[config.mk]
export PLATFORM = sky130hd
export DESIGN_NAME = pipe_hazard_ctrl
export DESIGN_NICKNAME = d
export VERILOG_FILES = /design/src/rtl/pipe_hazard_ctrl_pkg.sv /design/src/rtl/pipe_hazard_ctrl_md_sequencer.sv /design/src/rtl/pipe_hazard_ctrl.sv
export SDC_FILE = /design/constraint.sdc
export NUM_CORES = 1
export LEC_CHECK = 0
export CAP_MARGIN = 20
export CORE_MARGIN = 2
export CORE_UTILIZATION = 49
export CTS_BUF_LIST = sky130_fd_sc_hd__clkbuf_4 sky130_fd_sc_hd__clkbuf_8
export DETAILED_ROUTE_END_ITERATION = 8
export PLACE_DENSITY = 0.89
export SETUP_SLACK_MARGIN = 0.4
export SYNTH_ARGS = -nofsm -noshare
export SYNTH_HDL_FRONTEND = slang
export SYNTH_SLANG_ARGS = --single-unit
[constraint.sdc]
create_clock -name clk -period 2.25 [get_ports clk]
set_input_delay 0.225 -clock clk [delete_from_list [all_inputs] [get_ports clk]]
set_output_delay 0.225 -clock clk [all_outputs]
set_load 0.01 [all_outputs]
[src/rtl/pipe_hazard_ctrl_pkg.sv]
// Shared encodings and helpers for the pipeline hazard controller.
package pipe_hazard_ctrl_pkg;

  // Ex operand source select
  localparam logic [1:0] FWD_REG = 2'b00;
  localparam logic [1:0] FWD_MEM = 2'b01;
  localparam logic [1:0] FWD_WR  = 2'b10;

  // Multiply/divide sequencer state
  typedef enum logic {
    IDLE = 1'b0,
    BUSY = 1'b1
  } md_state_e;

  // Bypass select for one Ex source; Mem wins because it holds the newer value, r0 never forwards.
  function automatic logic [1:0] fwd_sel(input logic [4:0] src,
                                         input logic [4:0] mem_rd, input logic mem_we,
                                         input logic [4:0] wr_rd, input logic wr_we);
    if (mem_we && (mem_rd != 5'd0) && (mem_rd == src)) begin
      return FWD_MEM;
    end else if (wr_we && (wr_rd != 5'd0) && (wr_rd == src)) begin
      return FWD_WR;
    end
    return FWD_REG;
  endfunction

endpackage

[src/rtl/pipe_hazard_ctrl_md_sequencer.sv]
// Occupancy tracker for the multi-cycle multiply/divide unit.
module md_sequencer
  import pipe_hazard_ctrl_pkg::*;
#(
  parameter int unsigned MD_LAT = 4
) (
  input  logic clk,
  input  logic rst,
  input  logic md_start,
  output logic md_busy,
  output logic md_done
);

  localparam logic [3:0] LatM1 = 4'(MD_LAT - 1);

  md_state_e  state_q, state_d;
  logic [3:0] cnt_q, cnt_d;
  logic       done_q, done_d;

  // State, countdown and done-pulse registers
  always_ff @(posedge clk or posedge rst) begin
    if (rst) begin
      state_q <= IDLE;
      cnt_q   <= 4'd0;
      done_q  <= 1'b0;
    end else begin
      state_q <= state_d;
      cnt_q   <= cnt_d;
      done_q  <= done_d;
    end
  end

  // Next state: a start while busy is ignored since ID blocks MD ops during BUSY
  always_comb begin
    state_d = state_q;
    cnt_d   = cnt_q;
    done_d  = 1'b0;
    unique case (state_q)
      IDLE: begin
        if (md_start) begin
          state_d = BUSY;
          cnt_d   = LatM1;
        end
      end
      BUSY: begin
        cnt_d = cnt_q - 4'd1;
        if (cnt_q == 4'd1) begin
          state_d = IDLE;
          done_d  = 1'b1;
        end
      end
      default: state_d = IDLE;
    endcase
  end

  assign md_busy = (state_q == BUSY);
  assign md_done = done_q;

endmodule

[src/rtl/pipe_hazard_ctrl.sv]
// Hazard detection, bypass selection and stall/flush accounting for the five-stage pipeline.
module pipe_hazard_ctrl
  import pipe_hazard_ctrl_pkg::*;
#(
  parameter int unsigned MD_LAT = 4,
  parameter int unsigned CNT_W  = 16
) (
  input  logic             clk,
  input  logic             rst,
  input  logic [4:0]       id_rs,
  input  logic [4:0]       id_rt,
  input  logic             id_use_rs,
  input  logic             id_use_rt,
  input  logic             id_md_use,
  input  logic [4:0]       ex_rs,
  input  logic [4:0]       ex_rt,
  input  logic [4:0]       ex_rd,
  input  logic             ex_reg_write,
  input  logic             ex_mem_read,
  input  logic             ex_md_start,
  input  logic             ex_branch_taken,
  input  logic [4:0]       mem_rd,
  input  logic [4:0]       wr_rd,
  input  logic             mem_reg_write,
  input  logic             wr_reg_write,
  output logic             pc_write,
  output logic             if_id_write,
  output logic             if_id_flush,
  output logic             id_ex_flush,
  output logic [1:0]       fwd_a,
  output logic [1:0]       fwd_b,
  output logic             md_busy,
  output logic             md_done,
  output logic [CNT_W-1:0] stall_cnt,
  output logic [CNT_W-1:0] flush_cnt
);

  logic             lu, mh, stall;
  logic             ex_writes_unused;
  logic [CNT_W-1:0] stall_cnt_q, flush_cnt_q;

  md_sequencer #(
    .MD_LAT (MD_LAT)
  ) u_md_sequencer (
    .clk      (clk),
    .rst      (rst),
    .md_start (ex_md_start),
    .md_busy  (md_busy),
    .md_done  (md_done)
  );

  // A load is the only Ex-stage producer that cannot be bypassed; ex_reg_write is not needed here.
  assign ex_writes_unused = ex_reg_write;

  assign lu = ex_mem_read && (ex_rd != 5'd0) &&
              ((id_use_rs && (id_rs == ex_rd)) || (id_use_rt && (id_rt == ex_rd)));
  assign mh = md_busy && id_md_use;
  // A taken branch squashes the stalled instruction, so it overrides both hazards
  assign stall = (lu || mh) && !ex_branch_taken;

  // Stage enables and flushes
  always_comb begin
    pc_write    = 1'b1;
    if_id_write = 1'b1;
    if_id_flush = 1'b0;
    id_ex_flush = 1'b0;
    if (ex_branch_taken) begin
      if_id_flush = 1'b1;
      id_ex_flush = 1'b1;
    end else if (stall) begin
      pc_write    = 1'b0;
      if_id_write = 1'b0;
      id_ex_flush = 1'b1;
    end
  end

  // Ex operand bypass selects
  always_comb begin
    fwd_a = fwd_sel(ex_rs, mem_rd, mem_reg_write, wr_rd, wr_reg_write);
    fwd_b = fwd_sel(ex_rt, mem_rd, mem_reg_write, wr_rd, wr_reg_write);
  end

  // Performance counters, wrapping naturally
  always_ff @(posedge clk or posedge rst) begin
    if (rst) begin
      stall_cnt_q <= '0;
      flush_cnt_q <= '0;
    end else begin
      if (stall) stall_cnt_q <= stall_cnt_q + 1'b1;
      if (ex_branch_taken) flush_cnt_q <= flush_cnt_q + 1'b1;
    end
  end

  assign stall_cnt = stall_cnt_q;
  assign flush_cnt = flush_cnt_q;

endmodule

## Word level (Yosys, flattened, before mapping)

Cells that the tools add are included.
Widths: inputs -> output; s select.

- Add/subtract/negate cells: 3
- Reductions and logical operators: 18
- Equality and inequality tests: 8
- Multiplexer cells: 22
- Bitwise logic cells: 1

Operator list:

| kind | count |
|---|---|
| $add 16x1->16 const B | 2 |
| $eq 5x5->1 | 6 |
| $reduce_bool 5->1 | 3 |
| $mux 1 | 13 |
| $logic_and 1x1->1 | 12 |
| $mux 2 | 6 |
| $pmux 4 s2 | 1 |
| $eq 4x1->1 const B | 1 |
| $mux 4 | 1 |
| $sub 4x1->4 const B | 1 |
| $logic_or 1x1->1 | 2 |
| $ne 2x2->1 const B | 1 |
| $pmux 1 s2 | 1 |
| $logic_not 1->1 | 1 |
| $not 1->1 | 1 |

- Output and inout port bits: 42
- Bits of input ports: 46
- Logic and storage cells: 57
- Bits in registers: 38

## Logic depth before layout (Yosys ltp)

Gate-level depths: netlist of run 1.

- Word-level depth: 8
- Gate-level depth with buffers: 6
- Depth with buffers taken out: 6

## By module

A second synthesis of run 1 with hierarchy kept.

- Cell total of the unflattened synthesis: 201
- Area total of the unflattened synthesis: 2,100.8 µm²

Modules (own cells, without submodules):

| module | times used | area each (µm²) | cells each | sequential area each (µm²) |
|---|---|---|---|---|
| pipe_hazard_ctrl | 1 | 1,829.3 | 175 | 800.8 |
| md_sequencer | 1 | 271.5 | 26 | 150.1 |

## Least setup slack after synthesis of run 1

No wires, ideal clock.

- Kind: input -> output
- From: input port ex_rd[1]
- To: output port pc_write
- Stages: 6
- Setup slack: 0.538 ns
- Path buffers: 2
- Required time: 2.025 ns
- Arrival: 1.487 ns
- Cell sequence: or4_4 o21a_1 buf_6 nand2_1 a21o_1 buf_4

- Cells in the longest elaborated chain, start to end: 8
- Elaborated cells between the ends (all ways): 12
- Classes of those cells: eq/ne: 2; mux: 2; reduce/logical: 8

Ends and longest elaborated chain:

| what | RTL line | text |
|---|---|---|
| from (decl) | pipe_hazard_ctrl.sv:17 | `input logic [4:0] ex_rd,` |
| $eq 5x5->1 | pipe_hazard_ctrl.sv:56 | `((id_use_rs && (id_rs == ex_rd)) \|\| (id_use_rt && (id_rt == ex_rd)));` |
| $logic_and 1x1->1 | pipe_hazard_ctrl.sv:56 |  |
| $logic_or 1x1->1 | pipe_hazard_ctrl.sv:56 |  |
| $logic_and 1x1->1 (*) | pipe_hazard_ctrl.sv:55 | `assign lu = ex_mem_read && (ex_rd != 5'd0) &&` |
| $logic_or 1x1->1 (*) | pipe_hazard_ctrl.sv:59 | `assign stall = (lu \|\| mh) && !ex_branch_taken;` |
| $logic_and 1x1->1 (*) | pipe_hazard_ctrl.sv:59 |  |
| $mux 1 (*) (2 in a row) | n/a |  |
| to (decl) | pipe_hazard_ctrl.sv:26 | `output logic pc_write,` |

Every way passes the cells marked *; elsewhere a longest branch is shown, timed or not.

## Final worst setup path of run 1

- From: input port mem_rd[4]
- To: output port fwd_a[1]

- Cells in the longest elaborated chain, start to end: 5
- Elaborated cells between the ends (all ways): 7
- Classes of those cells: eq/ne: 1; mux: 3; reduce/logical: 3

Ends and longest elaborated chain:

| what | RTL line | text |
|---|---|---|
| from (decl) | pipe_hazard_ctrl.sv:22 | `input logic [4:0] mem_rd,` |
| $reduce_bool 5->1 | pipe_hazard_ctrl_pkg.sv:19 | `if (mem_we && (mem_rd != 5'd0) && (mem_rd == src)) begin` |
| $logic_and 1x1->1 | pipe_hazard_ctrl_pkg.sv:19 |  |
| $logic_and 1x1->1 (*) | pipe_hazard_ctrl_pkg.sv:19 |  |
| $mux 2 / $mux 1 (equally long branches) | pipe_hazard_ctrl_pkg.sv:19 |  |
| $mux 2 (*) | pipe_hazard_ctrl_pkg.sv:24 | `return FWD_REG;` |
| to (decl) | pipe_hazard_ctrl.sv:30 | `output logic [1:0] fwd_a,` |

Marks and branches as above.

==> results.py, run 1 <==
metrics = {
    "setup_path": {
        "r2r_end": "stall_cnt[10]$_DFFE_PP0P_",
        "crit_start": "mem_rd[4]",
        "cp-end-kind": "primary output",
        "crit_path_start_kind": "input port",
        "cp.arrival_ns": 1.64,
        "crit_path_end": "fwd_a[1]",
        "rr_worst_depth": 6,
        "path_max_fanout": 2,
        "critPathKind": "in2out",
        "worst-r2r-setup-slack_ns": 0.52,
        "critPathRequiredTime_ns": 2.03,
        "timing.rr.start": "stall_cnt[0]$_DFFE_PP0P_",
    },
    "yosys": {
        "netlist_area_mm2": 0.002357,
        "synth_nets": 299,
        "synth_top_area_share_pct": 40.34,
        "ys_seq_elements": 38,
        "synth.avg_cell_area_um2": 9.467,
        "syn_inst": 249,
        "yosys.area.top_type": "dfrtp_1",
        "synth_warnings": 0,
        "ys_types": 40,
        "yosysSeqAreaShare_pct": 40.34,
        "synth_area_leaders": "dfrtp_1 40%, xnor2_1 13%, xor2_1 7.8%",
    },
    "floorplan": {
        "rows": 25,
        "die-area_mm2": 0.005382,
        "die_y_um": 73.36,
        "io-pin-count": 88,
        "die_w_um": 73.36,
        "core_mm2": 0.004692,
        "start_util_pct": 50.24,
    },
    "timing": {
        "period_share_pct": 82.95,
        "min_period_ns": 1.866,
        "slew_headroom_pct": 68.15,
        "slew_viol_final": 0,
        "fmax_mhz": 535.8,
        "fin_ws_ns": 0.3836,
        "rsz0062_at_grt": "yes",
        "fin_worst_skew_ns": 0.006950,
        "setup-tns-final_ns": 0,
        "hold_viol": 0,
        "tightest_slew_ns": 0.4777,
        "setup_viol": 0,
    },
    "route": {
        "wl_met3_um": 383,
        "ant_nets": 0,
        "viasPerCell": 5.704,
        "top_layer": "met4",
        "routed_wl_um": 6916,
        "route.vias.total": 2424,
        "dr_wl_met2_um": 3679,
        "drt-pass1-iter-count": 5,
        "routedWlPerCell_um": 16.27,
        "drt-met1-wl_um": 2547,
        "drc": 0,
        "drt_iter0_markers": 167,
    },
    "placement": {
        "dp_slack_ns": -0.3860,
        "hpwlAfterDp_um": 4906,
        "io_buffer_count": 86,
        "dpl_cell_area_mm2": 0.003472,
        "gp_congestion": 0.8098,
        "dp_cells": 412,
    },
    "power": {
        "p_int_mw": 1.904,
        "p_clk_share_pct": 23.6,
        "seq_power_share_pct": 36.6,
        "power_mw": 2.952,
        "switching_share_pct": 35.50,
        "p_leak_nw": 1.660,
        "ir_drop_mv": 0.3934,
        "switchingPower_mw": 1.048,
        "comb_power_share_pct": 39.8,
        "p_per_area_mw_per_mm2": 786.3,
    },
    "finish": {
        "diodes": 0,
        "final_cells": 425,
        "final_common_cell": "clkdlybuf4s50_1",
        "final_cell_area_mm2": 0.003755,
        "nets": 420,
        "drive_gt1_share_pct": 21.56,
        "n_fill_cell": 296,
        "mostFrequentLayoutCells": "49 x clkdlybuf4s50_1, 38 x dfrtp_1, 32 x xnor2_1",
        "syn_to_final_growth_pct": 59.29,
    },
    "global_routing": {
        "grt_pass1_vias": 2336,
        "antenna_found_initial": 0,
        "gr-total-overflow": 0,
        "grt_pass1_wl_um": 10650,
        "grt_max_degree": 39,
        "grt_usage_pct": 25.77,
    },
    "clock_network": {
        "htreeDepth": 2,
        "cts-buffers-inserted": 5,
        "postCtsHoldBufs": 0,
        "cts_tree": "done",
        "clk_latency_ns": 0.30,
        "cts_root_buf": "clkbuf_8",
        "cts_sinks": 38,
        "path_clk_slew_ns": 0.08,
        "cts_buffer_depth": 2,
    },
    "job": {
        "drv_cap": 0,
    },
    "status": {
        "status": "completed",
    },
    "worst_hold_path": {
        "hp-class": "in2async",
    },
}
-- worst max-delay path, cell delays in order --
cell             delay, ns
clkdlybuf4s15_1       0.20
or4_4                 0.43
o21ai_4               0.14
buf_4                 0.14
nor4_4                0.04
nor4_2                0.29
buf_2                 0.18
-- power by group through the flow --
stage | logic (mW) | registers [mW] | clock network [mW]
floorplan | 0.529 | 1.11 | 0
global placement | 1.09 | 1.07 | 0
detailed placement | 1.14 | 1.08 | 0
CTS | 1.15 | 1.07 | 0.706
global route | 1.28 | 1.10 | 0.741
finish | 1.18 | 1.08 | 0.697
-- area by class of cell --
type	instances	area (um2)	area share (%)
clock buffer	5	68.82	1.833
clock inverter	3	68.82	1.833
inverter	6	22.52	0.5998
multi-input combinational	197	1469	39.12
sequential	38	950.9	25.32
tap	54	67.56	1.799
timing repair buffer	122	1107	29.49
-- flip-flops by register name (all words and copies together) (netlist names) --
signal,cells
flush_cnt,16
stall_cnt,16
u_md_sequencer.cnt_q,4
u_md_sequencer.md_busy,1
u_md_sequencer.md_done,1
-- worst min path at each step --
stage	cells after the start	endpoint	slack, ns
3_5_place_dp	1	flush_cnt[15]$_DFFE_PP0P_	0.47
3_3_place_gp	1	u_md_sequencer.md_done$_DFF_PP0_	0.46
2_1_floorplan	2	u_md_sequencer.md_busy$_DFF_PP0_	0.38
5_1_grt	3	flush_cnt[6]$_DFFE_PP0P_	0.41
6_report	3	stall_cnt[15]$_DFFE_PP0P_	0.35
4_1_cts	3	stall_cnt[0]$_DFFE_PP0P_	0.37
-- repair_timing --
action,4_1_cts,5_1_grt
setup endpoints to repair,8,14
buffers inserted,2,3
hold endpoints to repair,0,0
gates resized for setup,75,28
pin swaps,14,15
-- synth_stat cells --
cell / n
dfrtp_1: 38
xnor2_1: 36
nand2_1: 21
xor2_1: 21
nand3_1: 16
nand4_1: 14
nor4_1: 13
nor3_1: 11
nor2_1: 10
a21oi_1: 7
o21ai_0: 7
inv_1: 6
o21ai_1: 5
clkbuf_1: 4
ha_1: 4
or4_1: 4
and3_1: 3
and4_1: 3
a311o_1: 2
buf_4: 2
nor2b_1: 2
o211ai_1: 2
a21boi_0: 1
a21o_1: 1
a2bb2oi_1: 1
a31oi_1: 1
a32oi_1: 1
a32oi_2: 1
a41oi_1: 1
and4_4: 1
buf_2: 1
buf_6: 1
mux2_2: 1
o21a_1: 1
o21ai_2: 1
o22a_1: 1
o22ai_2: 1
or2_2: 1
or3b_1: 1
or4_4: 1
-- kinds of logic (layout without fill, tap and decap cells) --
logic type | Yosys count | after routing | synth area share, %
flip-flops | 38 | 38 | 40.34
buffers and inverters | 14 | 136 | 2.919
XOR/XNOR | 57 | 57 | 21.18
adder cells (fa/ha/maj) | 4 | 4 | 2.123
AND/OR/NAND/NOR | 101 | 101 | 23.14
multiplexers | 1 | 1 | 0.4777
AO/OA/AOI/OAI | 34 | 34 | 9.820
-- routing by layer --
metal | GRT usage (%) | vias up
met5 | 0 | -
met4 | 13.74 | 0
met3 | 4.801 | 25
met2 | 46.85 | 113
met1 | 28.15 | 1141
li1 | - | 1145
-- per-stage QoR --
step / util [%] / hold WS [ns]
CTS: 78.03 / 0.3654
detailed placement: 74.00 / 0.4667
global route: 80.03 / 0.4134
floorplan: - / 0.3800
finish: 80.03 / 0.3488
global placement: 74.00 / 0.4608
No activity file was read; power rests on OpenSTA's default activity.
==> run 2: changes to the inputs <==
- CORE_UTILIZATION: 49 -> 41
- PLACE_DENSITY: 0.89 -> 0.8
- clock period: 2.25 -> 1.59 ns (I/O delays scaled with it)
==> run 2 against run 1 <==
The flow now finishes with violations (negative setup slack). Clock-buffer cell count rose by 1. Critical path depth shrank 2. Routed wire length increased by 80%. Register-to-register slack got worse by 0.60 ns. Sequential share of layout area decreased by 6.3 points. Via count up 32%. First-iteration DRC count is 140% higher. Power increased by 97%. Largest cell class unchanged. Largest power group unchanged. Highest routed layer unchanged.
==> results.py, run 2 (synthesis results as in run 1) <==
metrics = {
    "setup_path": {
        "path_cells": "and3_4 -> nand4_1 -> or3b_4 -> nor2_4 -> xor2_1",
        "max_stage_delay_ns": 0.50,
        "cp.arrival_ns": 1.87,
        "critPathRequiredTime_ns": 1.80,
        "cp_slowest_cell": "or3b_4",
        "crit_path_start_kind": "register",
        "path_max_fanout": 3,
        "critPathKind": "reg2reg",
        "cp-end-kind": "register",
    },
    "clock_network": {
        "cts_tree": "done",
        "path_clk_slew_ns": 0.10,
        "clk_latency_ns": 0.30,
        "cts_buffer_depth": 2,
        "htreeDepth": 2,
        "cts-buffers-inserted": 5,
        "cts_sinks": 38,
        "cts_root_buf": "clkbuf_8",
    },
    "finish": {
        "final_common_cell": "buf_4",
        "regArea_um2": 960.9,
        "syn_to_final_growth_pct": 114.4,
        "nets": 510,
        "mostFrequentLayoutCells": "78 x buf_4, 57 x buf_6, 30 x dfrtp_1",
        "multiInputGateArea_mm2": 0.002051,
        "final_cells": 534,
        "drive_gt1_share_pct": 63.99,
        "n_fill_cell": 194,
        "final_core_utilization_pct": 91.22,
    },
    "placement": {
        "io_buffer_count": 86,
        "dp_cells": 444,
        "hpwlAfterDp_um": 4966,
        "gp_congestion": 0.8159,
        "dp_slack_ns": -0.8164,
    },
    "timing": {
        "tightest_slew_ns": 0.4981,
        "min_period_ns": 1.666,
        "rsz0062_at_grt": "yes",
        "fin_worst_skew_ns": 0.01156,
        "hold_viol": 0,
        "slew_headroom_pct": 66.79,
        "setup_viol": 8,
        "period_share_pct": 104.8,
        "fmax_mhz": 600.3,
        "fin_ws_ns": -0.07577,
        "timing.hold.ws_ns": 0.3208,
        "slew_viol_final": 0,
    },
    "power": {
        "switching_share_pct": 41.72,
        "p_leak_nw": 2.354,
        "comb_power_share_pct": 60.6,
        "ir_drop_mv": 0.8619,
        "switchingPower_mw": 2.428,
        "p_clk_share_pct": 13.1,
        "p_per_area_mw_per_mm2": 1151,
        "p_int_mw": 3.391,
        "power_mw": 5.819,
        "seq_power_share_pct": 26.3,
    },
    "floorplan": {
        "die_y_um": 79.83,
        "die_w_um": 79.83,
        "die-area_mm2": 0.006372,
        "core_mm2": 0.005540,
        "start_util_pct": 42.55,
        "io-pin-count": 88,
        "rows": 27,
    },
    "global_routing": {
        "grt_pass1_wl_um": 15790,
        "gr-total-overflow": 0,
        "grt_pass1_vias": 3053,
        "grt_usage_pct": 32.48,
        "antenna_found_initial": 1,
        "grt_max_degree": 39,
    },
    "worst_hold_path": {
        "hp-class": "in2async",
    },
    "route": {
        "routed_wl_um": 12440,
        "routedWlPerCell_um": 23.30,
        "drt-pass1-iter-count": 5,
        "route.vias.total": 3199,
        "drt_iter0_markers": 397,
        "drc": 0,
        "viasPerCell": 5.991,
        "ant_nets": 0,
    },
    "job": {
        "drv_cap": 0,
    },
    "status": {
        "violations": "negative setup slack",
        "status": "complete, but fails checks",
    },
}
==> run 2: cell count changes in the layout (fill, tap and decap cells not counted), sizes merged, moves of 2 or more <==
| cell | change |
|---|---|
| dlygate4sd2 | +9 |
| clkdlybuf4s50 | -44 |
| buf | +124 |
| bufinv | -2 |
| clkbuf | +7 |
| dlymetal6s2s | -7 |
==> run 2: final timing paths <==
kind	depth (start not counted)	start	to	slack, ns
max	5	flush_cnt[3]$_DFFE_PP0P_	flush_cnt[15]$_DFFE_PP0P_	-0.08
min	3	rst	stall_cnt[9]$_DFFE_PP0P_	0.32
max reg2reg	5	flush_cnt[3]$_DFFE_PP0P_	flush_cnt[15]$_DFFE_PP0P_	-0.08
min reg2reg	1	stall_cnt[15]$_DFFE_PP0P_	stall_cnt[15]$_DFFE_PP0P_	0.48
max in group asynchronous	3	rst	flush_cnt[0]$_DFFE_PP0P_	0.89
min in group clk	1	stall_cnt[15]$_DFFE_PP0P_	stall_cnt[15]$_DFFE_PP0P_	0.48
==> run 2: routing by layer <==
metal	GRT usage [%]	up-vias	share of wire, %
met5	0	-	0
li1	-	1334	-
met4	19.66	0	6.5
met1	37.03	1549	36
met3	4.638	79	7.0
met2	57.14	237	50
==> run 2: through the flow <==
stage | instance area (um2) | setup TNS, ns
final | 5054 | -0.2863
after global placement | 3727 | -11.36
after detailed placement | 3727 | -11.96
after global routing | 5054 | -0.9066
after floorplan | 2490 | 0
after CTS | 4577 | -0.2218
==> run 2: power by group through the flow <==
stage / combinational (mW) / sequential [mW] / clock (mW)
after CTS: 2.60 / 1.44 / 0.720
final: 3.52 / 1.53 / 0.764
after detailed placement: 1.90 / 1.52 / 0
after floorplan: 0.852 / 1.61 / 0
after global placement: 1.83 / 1.51 / 0
after global routing: 3.70 / 1.56 / 0.791
==> run 2: layout make-up <==
type                    instances  area share [%]
repair buffers                211           36.25
clock inverters                 2          0.2476
diodes                          1         0.04952
inverters                       6          0.4457
flip-flops and latches         38           19.01
multi-input cells             198           40.58
well taps                      72           1.783
clock buffers                   6           1.634
==> run 2: repair_timing <==
item / CTS / global route
buffers inserted: 59 / 20
gates cloned: 2 / 0
resized for setup: 307 / 119
hold endpoints to repair: 0 / 0
setup endpoints to repair: 67 / 48
pin swaps: 83 / 53
hold buffers: 0 / 0
==> run 2: critical path: cells and delay by family, from the launching register on <==
family	cells	cell delay [ns]
simple gates	4	0.97
flops	1	0.38
xor+xnor	1	0.23
